**src/rtl/color_attr_pipe.sv**
```systemverilog
// color_attr_pipe: text-mode attribute to RGB pixel pipeline (2-cycle latency).
// Ports: i_clk, i_rst_n, i_frame, i_valid, i_attr, i_fg, i_cursor, i_ble, i_blank -> o_valid, o_red, o_green, o_blue, o_blink.
module color_attr_pipe #(
  parameter int RW         = 5,
  parameter int GW         = 6,
  parameter int BW         = 5,
  parameter int BLINK_DIV  = 16,
  parameter int CURSOR_DIV = 8,
  parameter int BROWN_FIX  = 1
) (
  input  logic          i_clk,
  input  logic          i_rst_n,
  input  logic          i_frame,
  input  logic          i_valid,
  input  logic [7:0]    i_attr,
  input  logic          i_fg,
  input  logic          i_cursor,
  input  logic          i_ble,
  input  logic          i_blank,
  output logic          o_valid,
  output logic [RW-1:0] o_red,
  output logic [GW-1:0] o_green,
  output logic [BW-1:0] o_blue,
  output logic          o_blink
);

  // Bit p of the result is set when its MSB-relative position (w-1-p)
  // is even; those bits carry the colour bit, the rest carry intensity.
  function automatic logic [7:0] even_mask(input int w);
    logic [7:0] m;
    m = '0;
    for (int p = 0; p < 8; p++) begin
      if (p < w && ((w - 1 - p) % 2 == 0)) begin
        m[p] = 1'b1;
      end
    end
    return m;
  endfunction

  localparam int BCW = (BLINK_DIV > 1) ? $clog2(BLINK_DIV) : 1;
  localparam int CCW = (CURSOR_DIV > 1) ? $clog2(CURSOR_DIV) : 1;

  localparam logic [BCW-1:0] BLINK_LAST = BCW'(BLINK_DIV - 1);
  localparam logic [CCW-1:0] CUR_LAST   = CCW'(CURSOR_DIV - 1);

  localparam logic [RW-1:0] R_EVEN = RW'(even_mask(RW));
  localparam logic [GW-1:0] G_EVEN = GW'(even_mask(GW));
  localparam logic [BW-1:0] B_EVEN = BW'(even_mask(BW));

  logic [BCW-1:0] blink_cnt;
  logic [CCW-1:0] cur_cnt;
  logic           blink_ph;
  logic           cur_ph;

  logic           show_fg;
  logic [3:0]     idx_d;
  logic [3:0]     s1_idx;
  logic           s1_valid;

  logic           c_i;
  logic           c_r;
  logic           c_g;
  logic           c_b;
  logic [RW-1:0]  red_d;
  logic [GW-1:0]  green_d;
  logic [BW-1:0]  blue_d;

  // Frame-rate phase generators. A pulse at the last count wraps the
  // counter and flips the phase; the new phase is seen next cycle.
  always_ff @(posedge i_clk or negedge i_rst_n) begin
    if (!i_rst_n) begin
      blink_cnt <= '0;
      blink_ph  <= 1'b1;
    end else if (i_frame) begin
      if (blink_cnt == BLINK_LAST) begin
        blink_cnt <= '0;
        blink_ph  <= ~blink_ph;
      end else begin
        blink_cnt <= blink_cnt + BCW'(1);
      end
    end
  end

  always_ff @(posedge i_clk or negedge i_rst_n) begin
    if (!i_rst_n) begin
      cur_cnt <= '0;
      cur_ph  <= 1'b1;
    end else if (i_frame) begin
      if (cur_cnt == CUR_LAST) begin
        cur_cnt <= '0;
        cur_ph  <= ~cur_ph;
      end else begin
        cur_cnt <= cur_cnt + CCW'(1);
      end
    end
  end

  assign o_blink = blink_ph;

  // Stage 1: pick fg or bg colour index.
  always_comb begin
    show_fg = i_fg & (~i_ble | ~i_attr[7] | blink_ph);
    if (i_cursor & cur_ph) begin
      show_fg = ~show_fg;
    end
    idx_d = 4'h0;
    if (i_blank) begin
      idx_d = 4'h0;
    end else if (show_fg) begin
      idx_d = i_attr[3:0];
    end else if (i_ble) begin
      idx_d = {1'b0, i_attr[6:4]};
    end else begin
      idx_d = i_attr[7:4];
    end
  end

  always_ff @(posedge i_clk or negedge i_rst_n) begin
    if (!i_rst_n) begin
      s1_idx   <= 4'h0;
      s1_valid <= 1'b0;
    end else begin
      s1_idx   <= idx_d;
      s1_valid <= i_valid;
    end
  end

  // Stage 2: IRGB expansion, colour bit on even positions, intensity on odd.
  assign {c_i, c_r, c_g, c_b} = s1_idx;

  always_comb begin
    red_d   = ({RW{c_r}} & R_EVEN) | ({RW{c_i}} & ~R_EVEN);
    green_d = ({GW{c_g}} & G_EVEN) | ({GW{c_i}} & ~G_EVEN);
    blue_d  = ({BW{c_b}} & B_EVEN) | ({BW{c_i}} & ~B_EVEN);
    // Colour 6 shows as brown: half-intensity green pattern shifted.
    if (BROWN_FIX != 0 && s1_idx == 4'd6) begin
      green_d = ~G_EVEN;
    end
  end

  always_ff @(posedge i_clk or negedge i_rst_n) begin
    if (!i_rst_n) begin
      o_valid <= 1'b0;
      o_red   <= '0;
      o_green <= '0;
      o_blue  <= '0;
    end else begin
      o_valid <= s1_valid;
      o_red   <= red_d;
      o_green <= green_d;
      o_blue  <= blue_d;
    end
  end

endmodule

```
**config.mk**
```make
export PLATFORM = sky130hd
export DESIGN_NAME = color_attr_pipe
export DESIGN_NICKNAME = d
export VERILOG_FILES = /design/src/rtl/color_attr_pipe.sv
export SDC_FILE = /design/constraint.sdc
export NUM_CORES = 1
export LEC_CHECK = 0
export BUFFER_PORTS_ARGS = -buffer_cell sky130_fd_sc_hd__buf_2
export CAP_MARGIN = 20
export CORE_MARGIN = 1.5
export CORE_UTILIZATION = 44
export CTS_BUF_LIST = sky130_fd_sc_hd__clkbuf_2
export DETAILED_ROUTE_END_ITERATION = 8
export PLACE_DENSITY = 0.68
export SYNTH_ARGS = -nofsm -noshare
export SYNTH_HDL_FRONTEND = slang
export SYNTH_SLANG_ARGS = --single-unit
```
**constraint.sdc**
```tcl
create_clock -name i_clk -period 3.7 [get_ports i_clk]
set_input_delay 0.74 -clock i_clk [delete_from_list [all_inputs] [get_ports i_clk]]
set_output_delay 0.74 -clock i_clk [all_outputs]
set_load 0.02 [all_outputs]
```
* Yosys cells after proc, flatten, opt, wreduce, memory -nomap -nowiden
Cells that the tools add are included.
** Word-level totals
- Bits of input ports :: 16
- Register bits after elaboration :: 31
** Cells by class
- Multiplexer cells :: 7
- Add/subtract/negate cells :: 2
- Eq/ne operators :: 3
- Bitwise logic cells :: 12
- Reduce and logical (&&, ||, !) cells :: 2
** Operators by type and width (number)
- 2-to-1 mux 4 bit :: 4
- bitwise OR 5 x 4 -> 5 bit :: 2
- 2-to-1 mux 6 bit :: 1
- bitwise OR 6 x 5 -> 6 bit :: 1
- NOT 1 bit :: 5
- adder 4 x 1 -> 4 bit (second input constant) :: 1
- == test 4 x 3 -> 1 bit (second input constant) :: 1
- == test 4 bit (second input constant) :: 1
- AND reduction 2 bit :: 2
- adder 3 x 1 -> 3 bit (second input constant) :: 1
- == test 3 bit (second input constant) :: 1
- 2-to-1 mux 3 bit :: 1
- AND 1 bit :: 2
- bitwise OR 1 bit :: 2
- 2-to-1 mux 1 bit :: 1

* Logic depth before layout (Yosys ltp)
- Word-level depth :: 8
- Depth in mapped cells :: 4

* Worst setup path before layout
Ideal clock, no wire load.
- Path kind :: input to register
- Start :: input port i_fg
- End :: register s1_idx[3]
- Required time :: 3.561 ns
- Buffers on the path :: 1
- Cell stages on the path :: 4
- Data arrival time :: 1.564 ns
- Path slack :: 1.997 ns
- Cell sequence :: buf_2 -> inv_1 -> nor4_1 -> or4_1
** On the way
- Longest elaborated chain between the ends :: 5
** RTL lines
- start, declared :: RTL line 16 : input logic i_fg,
- AND 1 bit * :: RTL line 102 : show_fg = i_fg & (~i_ble | ~i_attr[7] | blink_ph);
- NOT 1 bit :: RTL line 104 : show_fg = ~show_fg;
- 2-to-1 mux 1 bit * :: RTL line 103 : if (i_cursor & cur_ph) begin
- 2-to-1 mux 4 bit * :: RTL line 109 : end else if (show_fg) begin
- 2-to-1 mux 4 bit * :: RTL line 107 : if (i_blank) begin
- named net idx_d[3] :: RTL line 56 : logic [3:0] idx_d;
- end signal, assigned :: RTL line 123 : s1_idx <= idx_d;
- end, declared :: RTL line 57 : logic [3:0] s1_idx;
The timed path passes the listed nets; every way through them passes the cells marked *.
A chain may end at the register's enable or synchronous reset.

* Worst setup path in the final report
- Start :: register blink_ph, in the netlist o_blink
- End :: output port o_blink
** RTL lines
- start, declared :: RTL line 52 : logic blink_ph;
- start signal, assigned :: RTL line 77 : blink_ph <= ~blink_ph;
- end, declared :: RTL line 24 : output logic o_blink
No word-level cell between the ends.

==> results.tsv <==
metric	value	unit
synth_area	1050	µm²
yosysWarnings	0	
placed_cell_area	1140	µm²
drt-initial-drc-count	7	
period_share	0.484	
routed_wl	1.71	mm
reg2reg_slack	2080	ps
synth_top_cell_area_share	0.430	
endpoint_kind	output pin	
crit_slowest_cell	dfstp_2	
synth_common_cells	dfrtp_1 (18), buf_4 (12), nand4_1 (8)	
cp_slowest_stage_delay	590	ps
tns	0	ps
ctsHoldBuffers	0	
cts_tree	built	
post-place-ws	1800	ps
ios	34	
num_vias	757	
finClkSkew	8.54	ps
start_util	0.469	
cts-resized-gates	0	
reg2reg_from	cur_ph	
yosys.cell_types.count	32	
cts.path.max_buffers	2	
worstMarginPinSlew	390	ps
overflow	0	
dieArea	2680	µm²
outcome	finished clean	
p_per_area	643	nW/µm²
via_per_inst	5.22	
h-tree-depth	1	
fmax	558	MHz
diodes	0	
core-area	2230	µm²
synth_top_cell_by_area	dfrtp_1	
clkTransAtPathRegs	180	ps
ys.flop_type	dfrtp_1	
r2r_cells	3	
grt_usage	0.147	
path_delay_family	flip-flops	
setup_viol	0	
slew_headroom	0.734	
crit_fanout	4	
syn_to_final_growth	12.9	%
gp_congestion	0.754	
layout_min_cycle_time	1790	ps
wl_per_cell	11.8	µm
cp_cell_sequence	buf_2	
mappedNetlistNets	114	
rsz0062_at_grt	no	
yosysMostFrequentCell	dfrtp_1	
ant_nets	0	
grt_max_degree	21	
antenna_found_initial	0	
async_reset_ff_frac	1.00	
grt_pass1_vias	658	
post-cts-setup-buffer-count	0	
timing.rr.end	s1_idx[3]	
clock_sinks	20	
worstSkewPairLatency	300	ps
postSynthAreaPerCell	11.0	µm²
worst_slack	1910	ps
slew_violations	0	
first_pass_iters	4	
maxCapViolations	0	
rows	17	
root_buffer	clkbuf_2	
critical_path_class	flop to output pin	
drc	0	
nFillCells	222	
synth_area_leaders	dfrtp_1 (43%), buf_4 (8.6%), dfstp_2 (5.0%)	
die_y	51.8	µm
vdd_ir_drop_max	481	µV
worstPathArrival	1050	ps
synth_seq_cells	20	
grt_pass1_wl	2.90	mm
syn_inst	95	
synth_edf_count	0	
power_leakage	0.578	nW
seq_area_frac_synth	0.480	
hold_class	primary input to async pin	
required	2960	ps
num-nets-final	137	
register_area	503	µm²
hold_viol_final	0	
stdcell_area	1180	µm²
numCtsBuffers	3	
critical_path_buf_inv_count	1	
critPathLaunchType	flop	
die_width	51.8	µm
port_buffers	33	
multiInputGateArea	424	µm²
dp_hpwl	1.35	mm
drive_gt1_frac	0.385	
[kinds of logic (layout without fill, tap and decap cells)]
group / Yosys count / count (layout) / share of synthesized area
AND/OR/NAND/NOR: 33 / 33 / 0.198
flip-flops: 20 / 20 / 0.480
buffers and inverters: 18 / 40 / 0.116
AO/OA/AOI/OAI: 13 / 13 / 0.0931
multiplexers: 5 / 5 / 0.0525
adder cells (fa/ha/maj): 3 / 3 / 0.0358
XOR/XNOR: 3 / 3 / 0.0251
[how the worst max path moves through the flow]
stage,startpoint,endpoint,slack (ps),cells after the start
global route,o_blink,o_blink,1840,1
finish,o_blink,o_blink,1910,1
floorplan,i_fg,s1_idx[3],2000,4
global placement,i_attr[7],s1_idx[3],1850,4
CTS,o_blink,o_blink,1890,1
detailed placement,i_attr[7],s1_idx[3],1800,4
[layout make-up]
cell class / count / area share
clock buffers: 3 / 0.0127
clock inverters: 1 / 0.0254
inverters: 3 / 0.00951
multi-input cells: 57 / 0.358
flip-flops and latches: 20 / 0.425
well taps: 28 / 0.0296
repair buffers: 33 / 0.140
[worst register-to-register path, cell delays in order (launching register included)]
cell	delay, ps
dfstp_2	610
and2_1	280
a2111oi_0	120
or4_1	530
[where the power goes]
group | total, mW | switching [mW] | internal, mW
clock | 0.156 | 0.0622 | 0.0934
sequential | 0.352 | 0.0581 | 0.294
combinational | 0.254 | 0.142 | 0.111
total | 0.761 | 0.263 | 0.498
[per-stage QoR]
stage | std cells | hold WS (ps) | utilization | total power, mW
2_1_floorplan | 95 | 331 | - | 0.563
3_3_place_gp | 141 | 337 | 0.510 | 0.595
3_5_place_dp | 141 | 350 | 0.510 | 0.615
4_1_cts | 145 | 334 | 0.530 | 0.770
5_1_grt | 145 | 321 | 0.530 | 0.818
6_report | 145 | 331 | 0.530 | 0.761
[sequential cells by signal, indices dropped and copies added, names as in the netlist]
name	flops
o_valid	1
blink_cnt	4
o_green	2
o_blue	2
o_blink	1
cur_ph	1
s1_valid	1
s1_idx	4
cur_cnt	3
o_red	1
[per-layer routing]
metal / GRT usage / part of all wire / vias up
met1: 0.185 / 0.45 / 346
met4: 0.0921 / 0.028 / 0
met2: 0.241 / 0.47 / 30
met5: 0 / 0 / -
met3: 0.0144 / 0.057 / 4
li1: - / - / 377
[placed cells by master (no fill, tap or decap)]
cell type	n
bufinv_16	1
nand2b_1	5
nand4b_1	1
clkbuf_2	3
a2111oi_0	1
nand3_1	1
and2b_1	2
nor2b_1	1
mux2i_1	1
dfstp_2	2
nor4_1	2
nand2_1	5
mux2_2	4
o211ai_1	3
a31o_2	1
dfrtp_1	18
and3b_1	1
inv_1	3
nand3b_2	1
or4_1	4
nor2_1	1
buf_2	33
a211o_1	3
and2_1	1
o31a_1	1
xnor2_1	3
a21oi_1	1
o21ai_0	2
ha_1	3
nand4_1	8
a211oi_1	1
Power figures use the tool's default switching activity.
